[config.mk]
export PLATFORM = sky130hd
export DESIGN_NAME = tmr_add_sequencer
export DESIGN_NICKNAME = d
export VERILOG_FILES = /design/src/rtl/tmr_pkg.sv /design/src/rtl/add_unit.sv /design/src/rtl/tmr_add_sequencer.sv
export SDC_FILE = /design/constraint.sdc
export NUM_CORES = 1
export LEC_CHECK = 0
export BUFFER_PORTS_ARGS = -buffer_cell sky130_fd_sc_hd__buf_4
export CAP_MARGIN = 15
export CORE_MARGIN = 4
export CORE_UTILIZATION = 45
export DETAILED_ROUTE_END_ITERATION = 8
export PLACE_DENSITY = 0.7
export SKIP_LAST_GASP = 1
export SYNTH_ARGS = -nofsm -noshare
export SYNTH_HDL_FRONTEND = slang
export SYNTH_SLANG_ARGS = --single-unit
[constraint.sdc]
create_clock -name clk -period 6.22 [get_ports clk]
set_input_delay 0.311 -clock clk [delete_from_list [all_inputs] [get_ports clk]]
set_output_delay 0.311 -clock clk [all_outputs]
set_load 0.01 [all_outputs]
[src/rtl/tmr_pkg.sv]
// Shared types and constants for the time-redundant add/subtract sequencer.
package tmr_pkg;

  typedef enum logic [2:0] {
    StIdle,
    StP0,
    StP1,
    StP2,
    StResp
  } state_e;

  localparam logic [2:0] OP_ADD  = 3'b001;
  localparam logic [2:0] OP_SUB  = 3'b010;
  localparam logic [2:0] OP_RSUB = 3'b100;

  localparam logic [1:0] ERR_OK     = 2'b00;
  localparam logic [1:0] ERR_CORR   = 2'b01;
  localparam logic [1:0] ERR_UNCORR = 2'b10;
  localparam logic [1:0] ERR_INPUT  = 2'b11;

  function automatic logic op_valid(logic [2:0] ctrl);
    return (ctrl == OP_ADD) || (ctrl == OP_SUB) || (ctrl == OP_RSUB);
  endfunction

endpackage

[src/rtl/add_unit.sv]
// WIDTH-bit ripple-carry adder built from full-adder cells.
module add_unit #(
  parameter int unsigned WIDTH = 3
) (
  input  logic [WIDTH-1:0] x_i,
  input  logic [WIDTH-1:0] y_i,
  input  logic             cin_i,
  output logic [WIDTH-1:0] sum_o,
  output logic             cout_o
);

  logic [WIDTH:0] carry;

  assign carry[0] = cin_i;

  for (genvar i = 0; i < WIDTH; i++) begin : g_fa
    assign sum_o[i]     = x_i[i] ^ y_i[i] ^ carry[i];
    assign carry[i + 1] = (x_i[i] & y_i[i]) | (carry[i] & (x_i[i] ^ y_i[i]));
  end

  assign cout_o = carry[WIDTH];

endmodule

[src/rtl/tmr_add_sequencer.sv]
// Runs one add/sub three times on a shared adder (direct, swapped, direct),
// votes the results 2-of-3 and counts corrected / uncorrectable events.
module tmr_add_sequencer
  import tmr_pkg::*;
#(
  parameter int unsigned WIDTH = 3,
  parameter int unsigned CNT_W = 8
) (
  input  logic                     clk,
  input  logic                     rst_n,
  input  logic                     req_valid,
  output logic                     req_ready,
  input  logic [WIDTH-1:0]         req_a,
  input  logic [WIDTH-1:0]         req_b,
  input  logic                     req_par,
  input  logic [2:0]               req_ctrl,
  output logic                     rsp_valid,
  input  logic                     rsp_ready,
  output logic [WIDTH-1:0]         rsp_sum,
  output logic                     rsp_cout,
  output logic [1:0]               rsp_err,
  input  logic [3*(WIDTH+1)-1:0]   inj_mask,
  input  logic                     cnt_clr,
  output logic [CNT_W-1:0]         corr_cnt,
  output logic [CNT_W-1:0]         uncorr_cnt
);

  localparam int unsigned RW = WIDTH + 1;
  localparam logic [CNT_W-1:0] CntOne = 1;

  state_e           state_q, state_d;
  logic [WIDTH-1:0] a_q, a_d, b_q, b_d;
  logic             inv_a_q, inv_a_d, inv_b_q, inv_b_d;
  logic [RW-1:0]    r0_q, r0_d, r1_q, r1_d;
  logic [WIDTH-1:0] sum_q, sum_d;
  logic             cout_q, cout_d;
  logic [1:0]       err_q, err_d;
  logic [CNT_W-1:0] corr_q, corr_d, unc_q, unc_d;

  logic [WIDTH-1:0] op_a, op_b, add_x, add_y, add_sum;
  logic             add_cin, add_cout;
  logic [RW-1:0]    pass_mask, pass_res;
  logic [RW-1:0]    vote_val;
  logic [1:0]       vote_err;
  logic             chk_ok, enter_resp;

  // Pass 1 swaps the adder ports so a stuck input lane shows up as a disagreement.
  always_comb begin
    op_a    = inv_a_q ? ~a_q : a_q;
    op_b    = inv_b_q ? ~b_q : b_q;
    add_cin = inv_a_q | inv_b_q;
    add_x   = (state_q == StP1) ? op_b : op_a;
    add_y   = (state_q == StP1) ? op_a : op_b;
  end

  add_unit #(
    .WIDTH (WIDTH)
  ) u_add (
    .x_i    (add_x),
    .y_i    (add_y),
    .cin_i  (add_cin),
    .sum_o  (add_sum),
    .cout_o (add_cout)
  );

  always_comb begin
    pass_mask = '0;
    unique case (state_q)
      StP0:    pass_mask = inj_mask[0 +: RW];
      StP1:    pass_mask = inj_mask[RW +: RW];
      StP2:    pass_mask = inj_mask[2*RW +: RW];
      default: pass_mask = '0;
    endcase
    pass_res = {add_cout, add_sum} ^ pass_mask;
  end

  // Voter: pass_res is r2 while in P2.
  always_comb begin
    vote_val = r0_q;
    vote_err = ERR_UNCORR;
    if (r0_q == r1_q && r1_q == pass_res) begin
      vote_err = ERR_OK;
    end else if (r0_q == r1_q || r0_q == pass_res) begin
      vote_err = ERR_CORR;
    end else if (r1_q == pass_res) begin
      vote_val = r1_q;
      vote_err = ERR_CORR;
    end
  end

  assign chk_ok = (^{req_a, req_b, req_par}) & op_valid(req_ctrl);

  always_comb begin
    state_d = state_q;
    a_d     = a_q;
    b_d     = b_q;
    inv_a_d = inv_a_q;
    inv_b_d = inv_b_q;
    r0_d    = r0_q;
    r1_d    = r1_q;
    sum_d   = sum_q;
    cout_d  = cout_q;
    err_d   = err_q;
    unique case (state_q)
      StIdle: begin
        if (req_valid) begin
          a_d     = req_a;
          b_d     = req_b;
          inv_a_d = (req_ctrl == OP_RSUB);
          inv_b_d = (req_ctrl == OP_SUB);
          if (chk_ok) begin
            state_d = StP0;
          end else begin
            state_d = StResp;
            sum_d   = '0;
            cout_d  = 1'b0;
            err_d   = ERR_INPUT;
          end
        end
      end
      StP0: begin
        r0_d    = pass_res;
        state_d = StP1;
      end
      StP1: begin
        r1_d    = pass_res;
        state_d = StP2;
      end
      StP2: begin
        {cout_d, sum_d} = vote_val;
        err_d           = vote_err;
        state_d         = StResp;
      end
      StResp: begin
        if (rsp_ready) state_d = StIdle;
      end
      default: state_d = StIdle;
    endcase
  end

  assign enter_resp = (state_q != StResp) && (state_d == StResp);

  always_comb begin
    corr_d = corr_q;
    unc_d  = unc_q;
    if (cnt_clr) begin
      corr_d = '0;
      unc_d  = '0;
    end else if (enter_resp) begin
      if (err_d == ERR_CORR && corr_q != '1) corr_d = corr_q + CntOne;
      if ((err_d == ERR_UNCORR || err_d == ERR_INPUT) && unc_q != '1) unc_d = unc_q + CntOne;
    end
  end

  always_ff @(posedge clk) begin
    if (!rst_n) begin
      state_q <= StIdle;
      a_q     <= '0;
      b_q     <= '0;
      inv_a_q <= 1'b0;
      inv_b_q <= 1'b0;
      r0_q    <= '0;
      r1_q    <= '0;
      sum_q   <= '0;
      cout_q  <= 1'b0;
      err_q   <= ERR_OK;
      corr_q  <= '0;
      unc_q   <= '0;
    end else begin
      state_q <= state_d;
      a_q     <= a_d;
      b_q     <= b_d;
      inv_a_q <= inv_a_d;
      inv_b_q <= inv_b_d;
      r0_q    <= r0_d;
      r1_q    <= r1_d;
      sum_q   <= sum_d;
      cout_q  <= cout_d;
      err_q   <= err_d;
      corr_q  <= corr_d;
      unc_q   <= unc_d;
    end
  end

  assign req_ready  = (state_q == StIdle);
  assign rsp_valid  = (state_q == StResp);
  assign rsp_sum    = sum_q;
  assign rsp_cout   = cout_q;
  assign rsp_err    = err_q;
  assign corr_cnt   = corr_q;
  assign uncorr_cnt = unc_q;

endmodule

==> flow_metrics.tcl <==
set metrics [dict create \
    min_path_type "in2reg" \
    num_io_pins 51 \
    syn-cell-area_um2 2530 \
    diodes 0 \
    fin_cells 397 \
    cts_setup_buffers 0 \
    route.detailed.vias_per_inst 5.27 \
    ys_seq_area_share_pct 32.4 \
    hold_path_end "state_q[0]" \
    layout_commonest_cell "buf_4" \
    peakVddDrop_mv 0.122 \
    cts_tree "done" \
    gp_congestion 0.767 \
    max_slew_margin_pct 31.4 \
    post-dp-hpwl_mm 4.03 \
    critical_path_required_ns 6.44 \
    wl_per_cell_um 13.0 \
    syn_area_per_cell_um2 8.98 \
    cts_max_path_buffers 2 \
    layout-drive-gt1-share_pct 22.5 \
    placed_cells 389 \
    multi_input_area_um2 1590 \
    drv_cap 0 \
    hold_viol 0 \
    area_growth_pct 18.1 \
    postSynthCellCount 282 \
    ys.flop_type "dfxtp_1" \
    crit_buf_inv 1 \
    dp_slack_ns 1.23 \
    slowest_delay_ns 0.79 \
    grt.overflow.total 0 \
    status "complete, no violations" \
    grt_usage_pct 15.4 \
    hp-start "req_valid" \
    cts_sinks 41 \
    rsz0062_at_grt "false" \
    cts_resized 0 \
    root_buffer "clkbuf_8" \
    floorplan.initialDensity_pct 46.3 \
    grt_pass1_vias 2074 \
    min_period_ns 5.00 \
    drt_first_pass_iters 4 \
    finalSetupViolCount 0 \
    worst_r2r_startpoint "state_q[1]" \
    clock_skew_ns 0.00309 \
    ant_nets 0 \
    syn_nets 314 \
    clk_pin_slew_ns 0.08 \
    worstMarginPinSlew_ns 1.02 \
    synth.distinct_cells 48 \
    whs_ns 0.269 \
    placed_cell_area_um2 2890 \
    synth_edf_count 0 \
    worst_r2r_endpoint "uncorr_cnt[3]" \
    critPathTopFamily "compound AO/OA/AOI/OAI gates" \
    finalPower_uw 718 \
    totalWireLength_mm 5.18 \
    clock.fmax_mhz 200 \
    initialDrtViolationCount 97 \
    rr_worst_depth 13 \
    p_per_area_nw_per_um2 240 \
    critical_path.max_fanout 17 \
    final_area_um2 2990 \
    report.final.slew_viol_count 0 \
    cts_made_buffers 5 \
    cp.arrival_ns 5.22 \
    most-common-layout-cells "50 x buf_4, 42 x nand2_1, 41 x dfxtp_1" \
    cp-start-kind "register" \
    cp_cell_sequence "nand2_1 -> inv_1 -> o21ai_0 -> fa_1 -> fa_1 -> or3b_1 -> o22ai_2 -> a2111oi_4 -> xnor2_1 -> nand4_4 -> a31oi_1 -> o21ai_0 -> a21oi_1" \
    setup_ws_ns 1.22 \
    grt_max_degree 28 \
    grt_first_pass_wirelength_mm 9.03 \
    setup-tns-final_ns 0 \
    die_w_um 83.0 \
    dieHeight_um 83.0 \
    period_share_pct 80.4 \
    postCtsHoldBufs 0 \
    p_leak_nw 1.17 \
    clock_latency_ns 0.29 \
    cp-end-kind "register" \
    num_rows 27 \
    ys_seq_elements 41 \
    portBuffers 50 \
    finalNetCount 356 \
    hold_depth 3 \
    final-seq-area_um2 821 \
    ff2ff_setup_slack_ns 1.22 \
    path_class "reg2reg" \
    cts_max_level 2 \
    nFillCells 554 \
    placeableCoreArea_um2 5470 \
    async_flop_share_pct 0 \
    antenna_found_initial 0 \
    final_util_pct 54.7 \
    dieArea_um2 6890 \
    critPathSlowestCell "dfxtp_1" \
    vias 2091 \
    drcViolationCount 0 \
    yosysWarnings 0 \
]
cells by family after synthesis:
logic type	synth area share, %
muxes	6.12
adders and majority gates	3.36
and+or+nand+nor	21.9
buffers and inverters	4.99
DFF	32.4
xor gates and xnor gates	12.4
AOI/OAI and AO/OA	18.8
flip-flops by register name, summed over array words and instances (netlist names):
signal and count:
corr_cnt 8, uncorr_cnt 8, r0_q 4, r1_q 4, a_q 3, b_q 3, rsp_sum 3, state_q 3
rsp_err 2, inv_a_q 1, inv_b_q 1, rsp_cout 1
final cells by class:
class	count	share of cell area, %
Inverter	5	0.627
Timing Repair Buffer	50	12.5
Clock inverter	1	0.167
Tap cell	72	3.01
Sequential cell	41	27.4
Multi-Input combinational cell	221	53.0
Clock buffer	7	3.22
cell usage after synthesis, types with 4 or more instances:
master / number / share of area (%)
xnor3_1: 4 / 3.6
nor2b_1: 6 / 1.5
clkbuf_1: 8 / 1.2
and2_1: 6 / 1.5
xnor2_1: 10 / 3.5
o21ai_0: 18 / 3.6
or3_1: 6 / 1.5
xor2_1: 10 / 3.5
a21oi_1: 13 / 2.6
inv_1: 5 / 0.74
nand3_1: 8 / 1.6
or4_1: 6 / 1.8
mux2i_1: 14 / 5.5
nor2_1: 12 / 1.8
o31ai_1: 6 / 1.8
buf_6: 4 / 1.8
dfxtp_1: 41 / 32
nand2_1: 42 / 6.2
a21boi_0: 12 / 3.6
routing by layer:
layer | share of wire (%) | wire, um | vias up | global-route usage (%)
met5 | 0 | 0 | - | 0
met4 | 1.2 | 64 | 0 | 5.20
met3 | 4.2 | 218 | 7 | 3.77
met2 | 48 | 2490 | 40 | 26.4
met1 | 46 | 2410 | 968 | 18.8
li1 | - | - | 1076 | -
report_power, final:
| part | leakage, nW | total, mW | internal, mW | switching, mW |
|---|---|---|---|---|
| Clock | 0.0542 | 0.192 | 0.100 | 0.0918 |
| Combinational | 0.784 | 0.238 | 0.111 | 0.127 |
| Sequential | 0.332 | 0.287 | 0.272 | 0.0150 |
| Total | 1.17 | 0.718 | 0.483 | 0.234 |
how the worst max path moves through the flow:
stage | startpoint | to | slack [ns] | cells past startpoint
final | state_q[1] | uncorr_cnt[3] | 1.22 | 13
after global routing | state_q[1] | uncorr_cnt[3] | 0.65 | 13
after CTS | state_q[1] | uncorr_cnt[3] | 1.18 | 13
after detailed placement | state_q[1] | uncorr_cnt[3] | 1.23 | 13
after global placement | state_q[1] | uncorr_cnt[1] | 1.40 | 13
after floorplan | state_q[0] | corr_cnt[6] | 1.97 | 17
worst reg2reg max path, stage by stage (launching register included):
cell and delay (ns):
dfxtp_1 0.79, nand2_1 0.37, inv_1 0.32, o21ai_0 0.16
fa_1 0.42, fa_1 0.56, or3b_1 0.40, o22ai_2 0.17
a2111oi_4 0.08, xnor2_1 0.28, nand4_4 0.22, a31oi_1 0.78
o21ai_0 0.22, a21oi_1 0.15
Note: power is estimated with default switching activity, not from simulation.
